$ cat src/rtl/fp32_mul_pipe_pkg.sv
// Shared binary32 constants, rounding-mode encoding and field layout for the
// pipelined single-precision multiplier.
package fp32_mul_pipe_pkg;

    localparam int EXP_W  = 8;
    localparam int FRAC_W = 23;
    localparam int BIAS   = 127;
    localparam int MANT_W = FRAC_W + 1;
    localparam int PROD_W = 2 * MANT_W;

    typedef enum logic [2:0] {
        RM_RTE = 3'b000,
        RM_RTZ = 3'b001,
        RM_RDN = 3'b010,
        RM_RUP = 3'b011,
        RM_RMM = 3'b100
    } rm_e;

    localparam logic [31:0] CANON_NAN = 32'h7FC0_0000;
    localparam logic [30:0] INF_MAG   = 31'h7F80_0000;
    localparam logic [30:0] MAX_MAG   = 31'h7F7F_FFFF;

    typedef struct packed {
        logic              sign;
        logic [EXP_W-1:0]  exp;
        logic [FRAC_W-1:0] frac;
    } fp32_t;

    // Unassigned codes 101..111 fall back to round-to-nearest-even.
    function automatic rm_e decode_rm(input logic [2:0] code);
        case (code)
            3'b001:  decode_rm = RM_RTZ;
            3'b010:  decode_rm = RM_RDN;
            3'b011:  decode_rm = RM_RUP;
            3'b100:  decode_rm = RM_RMM;
            default: decode_rm = RM_RTE;
        endcase
    endfunction

endpackage

$ cat src/rtl/fp32_mul_pipe_mul_u24.sv
// 24x24 -> 48 unsigned combinational significand multiplier.
module mul_u24 (
    input  logic [23:0] a,
    input  logic [23:0] b,
    output logic [47:0] p
);

    assign p = a * b;

endmodule

$ cat src/rtl/fp32_mul_pipe.sv
// IEEE-754 binary32 multiplier, 4 enabled cycles from operands to result/nv/of.
// Define MUL_FP32_FTZ_EN to flush subnormal inputs and tiny results to signed zero.
module fp32_mul_pipe
    import fp32_mul_pipe_pkg::*;
#(
    parameter int LATENCY = 4
) (
    input  logic        clock,
    input  logic        reset,
    input  logic        en,
    input  logic [2:0]  rm,
    input  logic [31:0] src1,
    input  logic [31:0] src2,
    output logic [31:0] result,
    output logic        nv,
    output logic        of
);

    if (LATENCY != 4) begin : g_latency_check
        $error("fp32_mul_pipe only supports LATENCY = 4");
    end

    function automatic logic round_inc(input rm_e mode, input logic sign, input logic lsb,
                                       input logic guard, input logic sticky);
        case (mode)
            RM_RTZ:  round_inc = 1'b0;
            RM_RDN:  round_inc = sign & (guard | sticky);
            RM_RUP:  round_inc = ~sign & (guard | sticky);
            RM_RMM:  round_inc = guard;
            default: round_inc = guard & (sticky | lsb);
        endcase
    endfunction

    function automatic logic [31:0] overflow_value(input rm_e mode, input logic sign);
        logic to_inf;
        case (mode)
            RM_RTZ:  to_inf = 1'b0;
            RM_RDN:  to_inf = sign;
            RM_RUP:  to_inf = ~sign;
            default: to_inf = 1'b1;
        endcase
        overflow_value = {sign, to_inf ? INF_MAG : MAX_MAG};
    endfunction

    function automatic logic [5:0] lead_one(input logic [PROD_W-1:0] v);
        lead_one = '0;
        for (int i = 0; i < PROD_W; i++) begin
            if (v[i]) lead_one = 6'(i);
        end
    endfunction

    // d1: unpack, classify, special-case decision
    fp32_t a_c, b_c;
    logic  a_zero, b_zero, a_inf, b_inf, a_nan, b_nan, a_snan, b_snan;
    logic  sign_c, spec_c, spec_nv_c;
    logic  [31:0] spec_res_c;

    assign a_c = src1;
    assign b_c = src2;

`ifdef MUL_FP32_FTZ_EN
    assign a_zero = (a_c.exp == '0);
    assign b_zero = (b_c.exp == '0);
`else
    assign a_zero = (a_c.exp == '0) && (a_c.frac == '0);
    assign b_zero = (b_c.exp == '0) && (b_c.frac == '0);
`endif
    assign a_inf  = (a_c.exp == '1) && (a_c.frac == '0);
    assign b_inf  = (b_c.exp == '1) && (b_c.frac == '0);
    assign a_nan  = (a_c.exp == '1) && (a_c.frac != '0);
    assign b_nan  = (b_c.exp == '1) && (b_c.frac != '0);
    assign a_snan = a_nan && !a_c.frac[FRAC_W-1];
    assign b_snan = b_nan && !b_c.frac[FRAC_W-1];
    assign sign_c = a_c.sign ^ b_c.sign;

    always_comb begin
        spec_c     = 1'b1;
        spec_nv_c  = 1'b0;
        spec_res_c = CANON_NAN;
        if (a_snan || b_snan) begin
            spec_nv_c = 1'b1;
        end else if (a_nan || b_nan) begin
            spec_nv_c = 1'b0;
        end else if ((a_inf && b_zero) || (a_zero && b_inf)) begin
            spec_nv_c = 1'b1;
        end else if (a_inf || b_inf) begin
            spec_res_c = {sign_c, INF_MAG};
        end else if (a_zero || b_zero) begin
            spec_res_c = {sign_c, 31'd0};
        end else begin
            spec_c = 1'b0;
        end
    end

    logic              sign_p1, spec_p1, spec_nv_p1;
    logic [31:0]       spec_res_p1;
    logic [MANT_W-1:0] mant_a_p1, mant_b_p1;
    logic [EXP_W-1:0]  exp_a_p1, exp_b_p1;
    rm_e               rm_p1;

    // Subnormals carry exponent 1 with a clear hidden bit.
    always_ff @(posedge clock) begin
        if (reset) begin
            sign_p1     <= 1'b0;
            spec_p1     <= 1'b0;
            spec_nv_p1  <= 1'b0;
            spec_res_p1 <= '0;
            mant_a_p1   <= '0;
            mant_b_p1   <= '0;
            exp_a_p1    <= '0;
            exp_b_p1    <= '0;
            rm_p1       <= RM_RTE;
        end else if (en) begin
            sign_p1     <= sign_c;
            spec_p1     <= spec_c;
            spec_nv_p1  <= spec_nv_c;
            spec_res_p1 <= spec_res_c;
            mant_a_p1   <= {a_c.exp != '0, a_c.frac};
            mant_b_p1   <= {b_c.exp != '0, b_c.frac};
            exp_a_p1    <= (a_c.exp == '0) ? EXP_W'(1) : a_c.exp;
            exp_b_p1    <= (b_c.exp == '0) ? EXP_W'(1) : b_c.exp;
            rm_p1       <= decode_rm(rm);
        end
    end

    // d2: significand product and biased exponent sum
    logic [PROD_W-1:0] prod_c;
    logic signed [9:0] exp_sum_c;

    mul_u24 u_mul (
        .a(mant_a_p1),
        .b(mant_b_p1),
        .p(prod_c)
    );

    assign exp_sum_c = signed'({2'b00, exp_a_p1}) + signed'({2'b00, exp_b_p1})
                     - signed'(10'(BIAS));

    logic              sign_p2, spec_p2, spec_nv_p2;
    logic [31:0]       spec_res_p2;
    logic [PROD_W-1:0] prod_p2;
    logic signed [9:0] exp_p2;
    rm_e               rm_p2;

    always_ff @(posedge clock) begin
        if (reset) begin
            sign_p2     <= 1'b0;
            spec_p2     <= 1'b0;
            spec_nv_p2  <= 1'b0;
            spec_res_p2 <= '0;
            prod_p2     <= '0;
            exp_p2      <= '0;
            rm_p2       <= RM_RTE;
        end else if (en) begin
            sign_p2     <= sign_p1;
            spec_p2     <= spec_p1;
            spec_nv_p2  <= spec_nv_p1;
            spec_res_p2 <= spec_res_p1;
            prod_p2     <= prod_c;
            exp_p2      <= exp_sum_c;
            rm_p2       <= rm_p1;
        end
    end

    // d3: normalize (and denormalize), extract guard/sticky
    logic [5:0]          lo_c;
    logic [PROD_W-2:0]   norm_c;
    logic signed [9:0]   exp_n_c, exp_d_c;
    logic [FRAC_W-1:0]   frac_c;
    logic                guard_c, sticky_c;

    // norm_c holds the bits below the leading one, which is implicit from here on.
    assign lo_c    = lead_one(prod_p2);
    assign norm_c  = (PROD_W-1)'(prod_p2 << (6'd47 - lo_c));
    assign exp_n_c = exp_p2 + signed'({4'd0, lo_c}) - 10'sd46;

`ifdef MUL_FP32_FTZ_EN
    always_comb begin
        frac_c   = norm_c[46:24];
        guard_c  = norm_c[23];
        sticky_c = |norm_c[22:0];
        exp_d_c  = exp_n_c;
    end
`else
    logic signed [9:0] dsh_s;
    logic [6:0]        dsh_c;
    logic [94:0]       wide_c;

    // A shift of 72 already moves every product bit below the guard position.
    always_comb begin
        dsh_s  = 10'sd1 - exp_n_c;
        dsh_c  = (dsh_s > 10'sd72) ? 7'd72 : dsh_s[6:0];
        wide_c = 95'({1'b1, norm_c, 48'd0} >> dsh_c);
        if (exp_n_c > 10'sd0) begin
            frac_c   = norm_c[46:24];
            guard_c  = norm_c[23];
            sticky_c = |norm_c[22:0];
            exp_d_c  = exp_n_c;
        end else begin
            frac_c   = wide_c[94:72];
            guard_c  = wide_c[71];
            sticky_c = |wide_c[70:0];
            exp_d_c  = '0;
        end
    end
`endif

    logic              sign_p3, spec_p3, spec_nv_p3, guard_p3, sticky_p3;
    logic [31:0]       spec_res_p3;
    logic [FRAC_W-1:0] frac_p3;
    logic signed [9:0] exp_p3;
    rm_e               rm_p3;

    always_ff @(posedge clock) begin
        if (reset) begin
            sign_p3     <= 1'b0;
            spec_p3     <= 1'b0;
            spec_nv_p3  <= 1'b0;
            spec_res_p3 <= '0;
            frac_p3     <= '0;
            guard_p3    <= 1'b0;
            sticky_p3   <= 1'b0;
            exp_p3      <= '0;
            rm_p3       <= RM_RTE;
        end else if (en) begin
            sign_p3     <= sign_p2;
            spec_p3     <= spec_p2;
            spec_nv_p3  <= spec_nv_p2;
            spec_res_p3 <= spec_res_p2;
            frac_p3     <= frac_c;
            guard_p3    <= guard_c;
            sticky_p3   <= sticky_c;
            exp_p3      <= exp_d_c;
            rm_p3       <= rm_p2;
        end
    end

    // d4: round, overflow select, pack
    logic              inc_c, of_c;
    logic [32:0]       rnd_c;
    logic signed [9:0] exp_r_c;
    logic [31:0]       res_c;

    // Adding the increment across {exp, frac} lets a rounding carry bump the
    // exponent, including subnormal -> smallest normal.
    assign inc_c   = round_inc(rm_p3, sign_p3, frac_p3[0], guard_p3, sticky_p3);
    assign rnd_c   = {exp_p3, frac_p3} + {32'd0, inc_c};
    assign exp_r_c = signed'(rnd_c[32:23]);
    assign of_c    = !spec_p3 && (exp_r_c >= 10'sd255);

    always_comb begin
        if (spec_p3) begin
            res_c = spec_res_p3;
        end else if (exp_r_c >= 10'sd255) begin
            res_c = overflow_value(rm_p3, sign_p3);
`ifdef MUL_FP32_FTZ_EN
        end else if (exp_r_c <= 10'sd0) begin
            res_c = {sign_p3, 31'd0};
`endif
        end else begin
            res_c = {sign_p3, exp_r_c[7:0], rnd_c[22:0]};
        end
    end

    always_ff @(posedge clock) begin
        if (reset) begin
            result <= '0;
            nv     <= 1'b0;
            of     <= 1'b0;
        end else if (en) begin
            result <= res_c;
            nv     <= spec_p3 && spec_nv_p3;
            of     <= of_c;
        end
    end

endmodule

$ cat config.mk
export PLATFORM = sky130hd
export DESIGN_NAME = fp32_mul_pipe
export DESIGN_NICKNAME = d
export VERILOG_FILES = /design/src/rtl/fp32_mul_pipe_pkg.sv /design/src/rtl/fp32_mul_pipe_mul_u24.sv /design/src/rtl/fp32_mul_pipe.sv
export SDC_FILE = /design/constraint.sdc
export NUM_CORES = 2
export LEC_CHECK = 0
export ABC_AREA = 1
export CAP_MARGIN = 15
export CORE_UTILIZATION = 65
export CTS_BUF_LIST = sky130_fd_sc_hd__clkbuf_16
export DETAILED_ROUTE_END_ITERATION = 10
export GPL_TIMING_DRIVEN = 1
export PLACE_DENSITY = 0.83
export SETUP_SLACK_MARGIN = 0.05
export SKIP_CTS_REPAIR_TIMING = 1
export SLEW_MARGIN = 20
export SYNTH_ARGS = -nofsm -noshare
export SYNTH_HDL_FRONTEND = slang
export SYNTH_SLANG_ARGS = --single-unit
$ cat constraint.sdc
create_clock -name clock -period 18.1 [get_ports clock]
set_clock_uncertainty 0.15 [all_clocks]
set_input_delay 2.715 -clock clock [delete_from_list [all_inputs] [get_ports clock]]
set_output_delay 2.715 -clock clock [all_outputs]
set_load 0.02 [all_outputs]
==> impl_metrics.csv <==
group,metric,value,unit
die,die_h,236,µm
sta,max_freq,0.104,GHz
sta,hold_ws,0.316,ns
route,ant_nets,0,
die,chipWidth,236,µm
route,wire_per_inst,18.2,µm
worst_hold_path,whs_path_depth,2,
setup_path,crit_required,18.43,ns
sta,final_hold_viol_count,0,
cells_and_area,drive_above_1_share,3.59,%
clock_tree,worstSkewPairLatency,0.60,ns
sta,fin_crit,9.66,ns
die,start_util,65.9,%
global_routing,grt_pass1_vias,34700,
global_routing,gr-total-overflow,0,
power_and_ir_drop,power_density,119,nW/µm²
setup_path,cp.depth,83,
die,dieArea,55600,µm²
cells_and_area,final_common_cell,"nand2_1",
sta,fin_tns_setup,0,ns
yosys,synth_edf_count,0,
sta,drv_slew,0,
sta,slew_headroom,22.6,%
yosys,syn-num-nets,6006,
setup_path,critPathMaxStageDelay,0.52,ns
yosys,synth-seq-cells,218,
global_routing,grt_pass1_wl,177000,µm
worst_hold_path,hp-class,"flop to flop",
setup_path,slowest_stage,"nand2_4",
clock_tree,clk_pin_slew,0.07,ns
yosys,async_reset_ff_share,0,%
power_and_ir_drop,ir_drop,212,µV
die,rows,85,
sta,setup_viol,0,
route,totalWireLength,107000,µm
route,firstDrtPassIters,9,
yosys,ys.flop_type,"dfxtp_1",
placed_design,portBuffers,103,
yosys,synth_cells,5246,
global_routing,grt_max_degree,93,
cells_and_area,fin_nets,5889,
global_routing,grt_antenna_before_repair,2,
placed_design,place_congestion,1.05,
clock_tree,clock_path_buffers,3,
placed_design,dpl.hpwl,81000,µm
setup_path,cp_num_buf_inv,10,
yosys,yosysUniqueCellTypes,57,
route,drc,0,
sta,worstMarginPinSlew,1.16,ns
yosys,synth-seq-area-share,12.3,%
clock_tree,cts_buffers,27,
outcome,status,"finished, final reports clean",
route,vias,34500,
clock_tree,root_buffer,"clkbuf_16",
yosys,yosysWarnings,0,
cells_and_area,area_growth,5.98,%
setup_path,cp_top_family,"simple AND/OR/NAND/NOR gates",
yosys,syn-cell-area,35500,µm²
run,cap_violations,0,
clock_tree,cts_tree,"done",
setup_path,cp-start-kind,"flop",
cells_and_area,final_cell_mix,"nand2_1 (1431), inv_1 (960), nand3_1 (752)",
yosys,avgSynthCellArea,6.77,µm²
setup_path,crit_arrival,9.99,ns
global_routing,track_usage,39.5,%
sta,rsz0062_at_grt,"no",
route,drt-initial-drc-count,3761,
die,pin_count,104,
sta,period_share,53.4,%
setup_path,critPathMaxFanout,57,
power_and_ir_drop,p_leak,19.7,nW
route,vias_per_cell,5.90,
setup_path,path_class,"flop to flop",
placed_design,place_ws,8.67,ns
clock_tree,clock_sinks,218,
setup_path,rr_worst_depth,83,
setup_path,worstSetupEndpointType,"flop",
die,core_area,53900,µm²
setup_path,regToRegSetupSlack,8.44,ns
clock_tree,cts-htree-levels,1,
sta,setup_ws,8.44,ns
setup_path,crit_path_frequent_cell,"nand2_1",
-- stage by stage --
step / cells / instance area [µm²] / utilization, % / total power [mW]
after floorplan: 5246 / 35500 / - / 2.96
after global placement: 5796 / 36700 / 68.0 / 3.80
after detailed placement: 5796 / 36700 / 68.0 / 3.80
after CTS: 5846 / 37600 / 69.8 / 4.41
after global routing: 5848 / 37600 / 69.8 / 4.90
final: 5849 / 37600 / 69.8 / 4.48
-- synth_stat cells (4+ instances only) --
master | instances | share of area (%)
nor2_1 | 218 | 2.3
inv_1 | 959 | 10
buf_2 | 38 | 0.54
nand4_1 | 54 | 0.95
a21oi_1 | 143 | 2.0
a31oi_1 | 29 | 0.51
o21ai_0 | 147 | 2.1
a221oi_1 | 5 | 0.12
nand2_2 | 8 | 0.14
o21ai_2 | 6 | 0.15
ha_1 | 206 | 7.3
and2_1 | 5 | 0.088
dfxtp_1 | 218 | 12
buf_1 | 31 | 0.33
o21ai_1 | 13 | 0.18
o22ai_1 | 32 | 0.56
nand3_2 | 16 | 0.45
xor2_1 | 44 | 1.1
clkbuf_1 | 244 | 2.6
o21bai_1 | 4 | 0.085
xnor2_1 | 13 | 0.32
o211ai_1 | 9 | 0.19
o21a_1 | 6 | 0.13
o31ai_1 | 5 | 0.11
clkinv_1 | 8 | 0.085
nor4_1 | 15 | 0.26
nand2_1 | 1433 | 15
or2_2 | 8 | 0.14
o32ai_1 | 16 | 0.39
nor3_1 | 26 | 0.37
inv_2 | 12 | 0.13
nand3_1 | 752 | 11
fa_1 | 484 | 27
-- path summary, 6_finish.rpt --
| kind | from | to |
|---|---|---|
| max | prod_p2[2] | sticky_p3 |
| min | mant_b_p1[22] | mant_b_p1[22] |
| max reg2reg | prod_p2[2] | sticky_p3 |
| min reg2reg | mant_b_p1[22] | mant_b_p1[22] |
-- metal layers --
layer	vias to the layer above	global-route usage [%]	part of all wire, %
li1	16000	-	-
met1	16400	52.1	40
met2	1788	63.9	45
met3	342	7.95	10
met4	0	16.0	4.2
met5	-	0	0
-- worst min-delay path, cell delays in order, from the launching register on --
cell and delay [ns]:
dfxtp_1 0.31, nand2_1 0.06, a21oi_1 0.05
-- power breakdown --
| part | internal, mW | total, mW | switching (mW) | leakage [nW] |
|---|---|---|---|---|
| sequential | 0.532 | 0.588 | 0.0556 | 1.79 |
| clock | 0.347 | 0.590 | 0.243 | 0.462 |
| combinational | 0.988 | 3.30 | 2.31 | 17.5 |
| total | 1.87 | 4.48 | 2.61 | 19.7 |
-- final cells by class --
type                       instances  area [µm²]
clock buffer                      27         676
fill                            4525       16300
timing repair buffer             174        1550
clock inverter                    23         277
inverter                         979        3680
antenna                            3        7.51
tap                              696         871
multi-input combinational       3729       26200
sequential                       218        4370
-- cell families after synthesis --
family	count (synthesis)	synth area share, %
AND/OR/NAND/NOR	2545	30.7
buffers and inverters	1299	14.0
adder cells (fa/ha/maj)	690	34.5
AO/OA/AOI/OAI	436	7.04
flip-flops	218	12.3
XOR/XNOR	57	1.41
multiplexers	1	0.0282
-- flip-flops by register name (all words and copies together), names as in the netlist, 8 cells and up --
name and cells:
result 32, mant_a_p1 24, exp_a_p1 8, exp_p2 10, mant_b_p1 24, prod_p2 48, frac_p3 23, exp_b_p1 8
exp_p3 10
Power figures use the tool's default switching activity.
